### src/rtl/fetch_unit_if.sv
// Fetch unit bus bundle: imem request/response,
// decode handshake and core redirect.
interface fetch_unit_if #(
   parameter int ADRS_W = 32
);
   logic              imem_req_valid;
   logic              imem_req_ready;
   logic [ADRS_W-1:0] imem_req_adrs;
   logic              imem_rsp_valid;
   logic [31:0]       imem_rsp_data;
   logic              inst_valid;
   logic              inst_ready;
   logic [31:0]       inst;
   logic [ADRS_W-1:0] inst_pc;
   logic              redirect;
   logic [ADRS_W-1:0] redirect_adrs;

   modport master (
      output imem_req_valid,
      output imem_req_adrs,
      output inst_valid,
      output inst,
      output inst_pc,
      input  imem_req_ready,
      input  imem_rsp_valid,
      input  imem_rsp_data,
      input  inst_ready,
      input  redirect,
      input  redirect_adrs
   );

   modport slave (
      input  imem_req_valid,
      input  imem_req_adrs,
      input  inst_valid,
      input  inst,
      input  inst_pc,
      output imem_req_ready,
      output imem_rsp_valid,
      output imem_rsp_data,
      output inst_ready,
      output redirect,
      output redirect_adrs
   );
endinterface

### src/rtl/fetch_unit.sv
// Decoupled instruction fetch: pipelined imem requests,
// prefetch queue, j predecode and redirect flush.
module fetch_unit #(
   parameter int                ADRS_W     = 32,
   parameter logic [ADRS_W-1:0] START_ADRS = '0,
   parameter int                QDEPTH     = 4,
   parameter int                MAX_OUT    = 2
) (
   input logic          clk_cpu,
   input logic          reset,
   fetch_unit_if.master bus
);
   localparam int PW = $clog2(QDEPTH);
   localparam int CW = $clog2(QDEPTH + MAX_OUT + 1);

   logic [ADRS_W-1:0] fetch_pc;
   logic [ADRS_W-1:0] rsp_pc;
   logic [CW-1:0]     inflight;
   logic [CW-1:0]     discard;
   logic [CW-1:0]     qcount;
   logic [PW-1:0]     rd_ptr;
   logic [PW-1:0]     wr_ptr;
   logic [31:0]       q_inst [QDEPTH];
   logic [ADRS_W-1:0] q_pc   [QDEPTH];

   logic              is_j;
   logic              push;
   logic              pop;
   logic              jmp_hit;
   logic              credit;
   logic              room;
   logic              req_fire;
   logic [CW-1:0]     inflight_nxt;
   logic [ADRS_W-1:0] j_target;
   logic [ADRS_W-1:0] rdr_adrs;

   // Issue credit, response acceptance and j predecode.
   always_comb begin
      is_j     = bus.imem_rsp_data[31:26] == 6'b000010;
      push     = bus.imem_rsp_valid && (discard == '0)
                 && !bus.redirect;
      jmp_hit  = push && is_j;
      credit   = (inflight + qcount) < CW'(QDEPTH);
      room     = inflight < CW'(MAX_OUT);
      bus.imem_req_valid = !reset && !bus.redirect
                           && !jmp_hit && credit && room;
      bus.imem_req_adrs  = fetch_pc;
      req_fire = bus.imem_req_valid && bus.imem_req_ready;
      bus.inst_valid = qcount != '0;
      bus.inst    = bus.inst_valid ? q_inst[rd_ptr] : '0;
      bus.inst_pc = bus.inst_valid ? q_pc[rd_ptr] : '0;
      pop      = bus.inst_valid && bus.inst_ready;
      inflight_nxt = inflight + CW'(req_fire)
                     - CW'(bus.imem_rsp_valid);
      j_target = {rsp_pc[ADRS_W-1:28],
                  bus.imem_rsp_data[25:0], 2'b00};
      rdr_adrs = bus.redirect_adrs & ~ADRS_W'(3);
   end

   // PCs, credit counters and queue pointers.
   always_ff @(posedge clk_cpu) begin
      if (reset) begin
         fetch_pc <= START_ADRS;
         rsp_pc   <= START_ADRS;
         inflight <= '0;
         discard  <= '0;
         qcount   <= '0;
         rd_ptr   <= '0;
         wr_ptr   <= '0;
      end else begin
         inflight <= inflight_nxt;
         if (bus.redirect) begin
            fetch_pc <= rdr_adrs;
            rsp_pc   <= rdr_adrs;
            discard  <= inflight_nxt;
            qcount   <= '0;
            rd_ptr   <= '0;
            wr_ptr   <= '0;
         end else begin
            if (push) wr_ptr <= wr_ptr + PW'(1);
            if (pop)  rd_ptr <= rd_ptr + PW'(1);
            qcount <= qcount + CW'(push) - CW'(pop);
            if (jmp_hit) begin
               fetch_pc <= j_target;
               rsp_pc   <= j_target;
               discard  <= inflight_nxt;
            end else begin
               if (req_fire) fetch_pc <= fetch_pc + ADRS_W'(4);
               if (push) rsp_pc <= rsp_pc + ADRS_W'(4);
               else if (bus.imem_rsp_valid)
                  discard <= discard - CW'(1);
            end
         end
      end
   end

   // Queue storage; stale slots are masked by qcount.
   always_ff @(posedge clk_cpu) begin
      if (push) begin
         q_inst[wr_ptr] <= bus.imem_rsp_data;
         q_pc[wr_ptr]   <= rsp_pc;
      end
   end
endmodule

### src/flat_wrapper.sv
// flat-port wrapper written by rule: the top's interface ports become plain ports
module fetch_unit_flat 
#(
   parameter int                ADRS_W     = 32,
   parameter logic [ADRS_W-1:0] START_ADRS = '0,
   parameter int                QDEPTH     = 4,
   parameter int                MAX_OUT    = 2
)
  (clk_cpu, reset, bus_imem_req_valid, bus_imem_req_adrs, bus_inst_valid, bus_inst, bus_inst_pc, bus_imem_req_ready, bus_imem_rsp_valid, bus_imem_rsp_data, bus_inst_ready, bus_redirect, bus_redirect_adrs);
  fetch_unit_if #(.ADRS_W(ADRS_W)) bus_i ();
  input logic clk_cpu;
  input logic reset;
  output wire logic [$bits(bus_i.imem_req_valid)-1:0] bus_imem_req_valid;
  output wire logic [$bits(bus_i.imem_req_adrs)-1:0] bus_imem_req_adrs;
  output wire logic [$bits(bus_i.inst_valid)-1:0] bus_inst_valid;
  output wire logic [$bits(bus_i.inst)-1:0] bus_inst;
  output wire logic [$bits(bus_i.inst_pc)-1:0] bus_inst_pc;
  input wire logic [$bits(bus_i.imem_req_ready)-1:0] bus_imem_req_ready;
  input wire logic [$bits(bus_i.imem_rsp_valid)-1:0] bus_imem_rsp_valid;
  input wire logic [$bits(bus_i.imem_rsp_data)-1:0] bus_imem_rsp_data;
  input wire logic [$bits(bus_i.inst_ready)-1:0] bus_inst_ready;
  input wire logic [$bits(bus_i.redirect)-1:0] bus_redirect;
  input wire logic [$bits(bus_i.redirect_adrs)-1:0] bus_redirect_adrs;
  assign bus_imem_req_valid = bus_i.imem_req_valid;
  assign bus_imem_req_adrs = bus_i.imem_req_adrs;
  assign bus_inst_valid = bus_i.inst_valid;
  assign bus_inst = bus_i.inst;
  assign bus_inst_pc = bus_i.inst_pc;
  assign bus_i.imem_req_ready = bus_imem_req_ready;
  assign bus_i.imem_rsp_valid = bus_imem_rsp_valid;
  assign bus_i.imem_rsp_data = bus_imem_rsp_data;
  assign bus_i.inst_ready = bus_inst_ready;
  assign bus_i.redirect = bus_redirect;
  assign bus_i.redirect_adrs = bus_redirect_adrs;
  fetch_unit #(.ADRS_W(ADRS_W), .START_ADRS(START_ADRS), .QDEPTH(QDEPTH), .MAX_OUT(MAX_OUT)) u_core (.clk_cpu(clk_cpu), .reset(reset), .bus(bus_i));
endmodule
### config.mk
export PLATFORM = sky130hd
export DESIGN_NAME = fetch_unit_flat
export DESIGN_NICKNAME = d
export VERILOG_FILES = /design/src/rtl/fetch_unit_if.sv /design/src/rtl/fetch_unit.sv /design/src/flat_wrapper.sv
export SDC_FILE = /design/constraint.sdc
export NUM_CORES = 1
export LEC_CHECK = 0
export BUFFER_PORTS_ARGS = -buffer_cell sky130_fd_sc_hd__buf_2
export CORE_MARGIN = 2
export CORE_UTILIZATION = 53
export CTS_CLUSTER_DIAMETER = 150
export DETAILED_ROUTE_END_ITERATION = 10
export GPL_ROUTABILITY_DRIVEN = 1
export HOLD_SLACK_MARGIN = 0.02
export PLACE_DENSITY = 0.74
export SETUP_SLACK_MARGIN = 0.4
export SYNTH_ARGS = -nofsm -noshare
export SYNTH_HDL_FRONTEND = slang
export SYNTH_SLANG_ARGS = --single-unit
### constraint.sdc
create_clock -name clk_cpu -period 7.5 [get_ports clk_cpu]
set_clock_uncertainty 0.15 [all_clocks]
set_input_delay 0.75 -clock clk_cpu [delete_from_list [all_inputs] [get_ports clk_cpu]]
set_output_delay 0.75 -clock clk_cpu [all_outputs]
set_load 0.1 [all_outputs]
==> impl_metrics.ini <==
[layout]
area_growth_syn_to_layout_pct = 15.0
num-fill-cells = 1956
multi_input_area_um2 = 4930
ff_latch_area_um2 = 8950
fin_nets = 1258
final_layout_size_suffix_gt1_share_pct = 26.3
design_area_um2 = 16400

[logic_synthesis]
synth_top_cell_by_area = sky130_fd_sc_hd__edfxtp_1
synth_top_flop_cell = sky130_fd_sc_hd__edfxtp_1
synthesis.area_um2 = 14200
number_of_library_cell_types_mapped_by_synthesis = 69
synth_enable_flop_cells = 248
avgSynthCellArea_um2 = 13.9
postSynthRegisterBits = 323
synth-async-reset-ratio_pct = 0
post_synth_inst_count = 1024
synth_top_cell_area_share_pct = 52.4
synth_warnings = 0
most_area_consuming_cells_after_synthesis = sky130_fd_sc_hd__edfxtp_1, sky130_fd_sc_hd__dfxtp_1, sky130_fd_sc_hd__mux4_2
seq_area_frac_synth_pct = 62.9

[clock_network]
cts.sink_count = 323
cts_buffer_depth = 3
clock_tree_from_tritoncts = done
clk_latency_ns = 0.50
cts_made_buffers = 34
hold_buffers = 0
cts_root_buffer = sky130_fd_sc_hd__clkbuf_16
cts_setup_buffers = 0
cts.repair.resized = 0
clk_transition_reported_paths_ns = 0.07
cts_h_tree_depth = 2

[routing]
wl_per_cell_um = 22.5
remaining_drc_errors = 0
drtAntennaViolNets = 0
detail_route.first_pass.iterations = 6
via_count = 9436
vias_per_std_cell = 6.15
detail_route.wirelength_um = 34600
initialDrtViolationCount = 971

[placed_design]
post_dp_cell_area_um2 = 15300
place.port_buffers = 161
dp.final_hpwl_um = 22600
finalWeightedCongestion = 0.899

[pwr]
highest_ir_drop_seen_on_vdd_v = 0.000173
cellPowerDensity_nw_per_um2 = 269
cellLeakagePower_nw = 5.85

[die]
placeableCoreArea_um2 = 26200
initial_utilization_pct = 54.2
die_width_um = 168
design.portCount = 168
chipHeight_um = 168
design.die.area_um2 = 28100
row_count = 59

[critical_path]
r2r_slack_ns = 4.28
slowest_cell_delay_on_critical_path_ns = 0.72
setup.worst_path.start_class = register
ff2ff_path_depth = 10
r2r-end = u_core.qcount[2]$_SDFF_PP0_
arrival_ns = 3.04
cp_max_fo = 37
criticalPathCategory = reg2out
crit-reg2reg-launch = u_core.qcount[1]$_SDFF_PP0_
critical_path_buf_inv_count = 2
cpMaxStageDelayCell = sky130_fd_sc_hd__dfxtp_4
crit_chain = buf_4 > mux4_2 > and2_1 > buf_2
cp_data_required_time_ns = 6.60
timing.critical_path.to_type = output pin
critPathTopFamily = buffers and inverters

[worst_hold_path]
worstHoldPathType = in2reg
hold_path_startpoint = bus_imem_rsp_data[11]
worst_hold_path.endpoint = u_core.q_inst[1][11]$_DFFE_PP_
timing.hold.worst_path_depth = 1

[sta]
fin_crit_ns = 3.94
finalHoldViolations = 0
timing.max_slew.rel_slack_pct = 23.9
finalMaxSlewViolations = 0
fin_tns_setup_ns = 0
part_of_the_cycle_the_worst_path_needs_pct = 52.5
worst-slew-pin-transition_ns = 1.14
rsz_0062_raised_after_global_routing = false
clock.fmax_ghz = 0.254
final_setup_violation_count = 0

[grt]
grt_start_max_net_pins = 65
gr-usage-all-layers_pct = 24.5
grt_first_pass_wirelength_um = 52500
initial_antenna_violation_count = 4
global_route.overflow_total = 0
first_global_vias = 9052

[run]
maxCapViolCount = 0

[status]
status = finished clean
-- worst reg2reg max path, delay by kind of cell (launching register included) --
family / cells / cell delay, ns
xor gates and xnor gates: 2 / 0.31
adders and majority gates: 3 / 0.81
buffers and inverters: 2 / 0.11
DFF: 1 / 0.36
and+or+nand+nor: 3 / 1.38
-- cell usage in the layout, fill, tap and decap left out, drive strengths merged, types with 3 or more instances in the layout --
master	Yosys	final
conb	1	4
bufinv	0	3
nand3	23	23
o221a	3	3
a22o	6	6
xnor2	9	9
nand2b	13	13
o21ai	46	46
nor2b	6	6
a31oi	12	12
a22oi	22	22
inv	22	23
and3	15	15
buf	34	172
nand4	19	19
or3	3	3
edfxtp	248	248
dfxtp	75	75
xor2	6	6
o21a	4	4
a21oi	71	71
diode	0	4
and2	70	70
nor3	20	20
mux4	62	62
nor2	53	53
o211ai	5	5
a21o	3	3
clkbuf	29	45
or4	3	3
and4	6	6
nand3b	4	4
clkinv	0	9
nand2	52	52
nor3b	5	5
a211oi	18	18
nor4	8	8
o31ai	6	6
ha	14	14
-- registers in the layout, summed over array words and instances, names as in the netlist, 3 cells and up, named ones only --
name,cells
u_core.rsp_pc,30
u_core.inflight,3
u_core.q_pc,120
u_core.discard,3
u_core.q_inst,128
u_core.bus.imem_req_adrs,30
u_core.qcount,3
-- area by class of cell --
type	instances	share of cell area, %
flip-flops and latches	323	54.7
clock buffers	45	5.58
multi-input cells	619	30.2
clock inverters	15	0.956
repair buffers	172	5.43
inverters	22	0.505
well taps	335	2.56
diodes	4	0.0612
-- routing by layer --
metal  track usage [%]  vias to the layer above  share of wire (%)
met5                 0                        -                  0
li1                  -                     4270                  -
met4              8.17                        0                2.8
met1              33.4                     4722                 40
met2              39.7                      382                 49
met3              5.41                       62                8.4
-- worst max-delay path by stage --
stage,to,slack (ns),cells after the start
global placement,u_core.discard[2]$_SDFFE_PP0P_,3.83,11
detailed placement,u_core.discard[1]$_SDFFE_PP0P_,3.77,9
finish,bus_inst_pc[27],3.56,4
CTS,bus_inst_pc[21],3.46,4
global route,bus_inst_pc[23],3.33,4
floorplan,bus_inst[22],4.01,4
-- synth_stat cells (all sizes together), types with 4 or more instances --
library cell and instances:
a21oi 71, edfxtp 248, o21a 4, and3 15
nor2 53, nand4 19, ha 14, nand2 52
nor3b 5, clkbuf 29, nor4 8, xnor2 9
xor2 6, inv 22, a22oi 22, dfxtp 75
a31oi 12, mux4 62, o211ai 5, nor2b 6
nand2b 13, nand3 23, nor3 20, buf 34
nand3b 4, o31ai 6, and4 6, a211oi 18
and2 70, a22o 6, o21ai 46
-- logic make-up (layout without fill, tap and decap cells) --
group | count (synthesis) | after routing | share of synthesized area, %
AOI/OAI and AO/OA | 215 | 215 | 9.53
muxes | 65 | 65 | 10.1
other | 1 | 8 | 0.0264
xor gates and xnor gates | 15 | 15 | 0.924
adders and majority gates | 16 | 16 | 1.51
DFF | 323 | 323 | 62.9
buffers and inverters | 85 | 254 | 2.60
and+or+nand+nor | 304 | 304 | 12.4
-- where the power goes --
group	leakage, nW	total [mW]	internal, mW	switching (mW)
clock network	0.521	1.63	0.963	0.663
registers	2.88	2.06	2.00	0.0612
logic	2.45	0.714	0.168	0.546
total	5.85	4.40	3.13	1.27
-- per-stage QoR --
stage | utilization (%) | instances | hold slack [ns] | setup WS, ns | total power [mW]
2_1_floorplan | - | 1027 | 0.319 | 4.01 | 2.64
3_3_place_gp | 58.3 | 1471 | 0.336 | 3.83 | 2.80
3_5_place_dp | 58.3 | 1471 | 0.359 | 3.77 | 2.81
4_1_cts | 62.4 | 1531 | 0.324 | 3.46 | 4.43
5_1_grt | 62.4 | 1534 | 0.334 | 3.33 | 4.55
6_report | 62.4 | 1535 | 0.335 | 3.56 | 4.40
No activity file was read; power rests on OpenSTA's default activity.
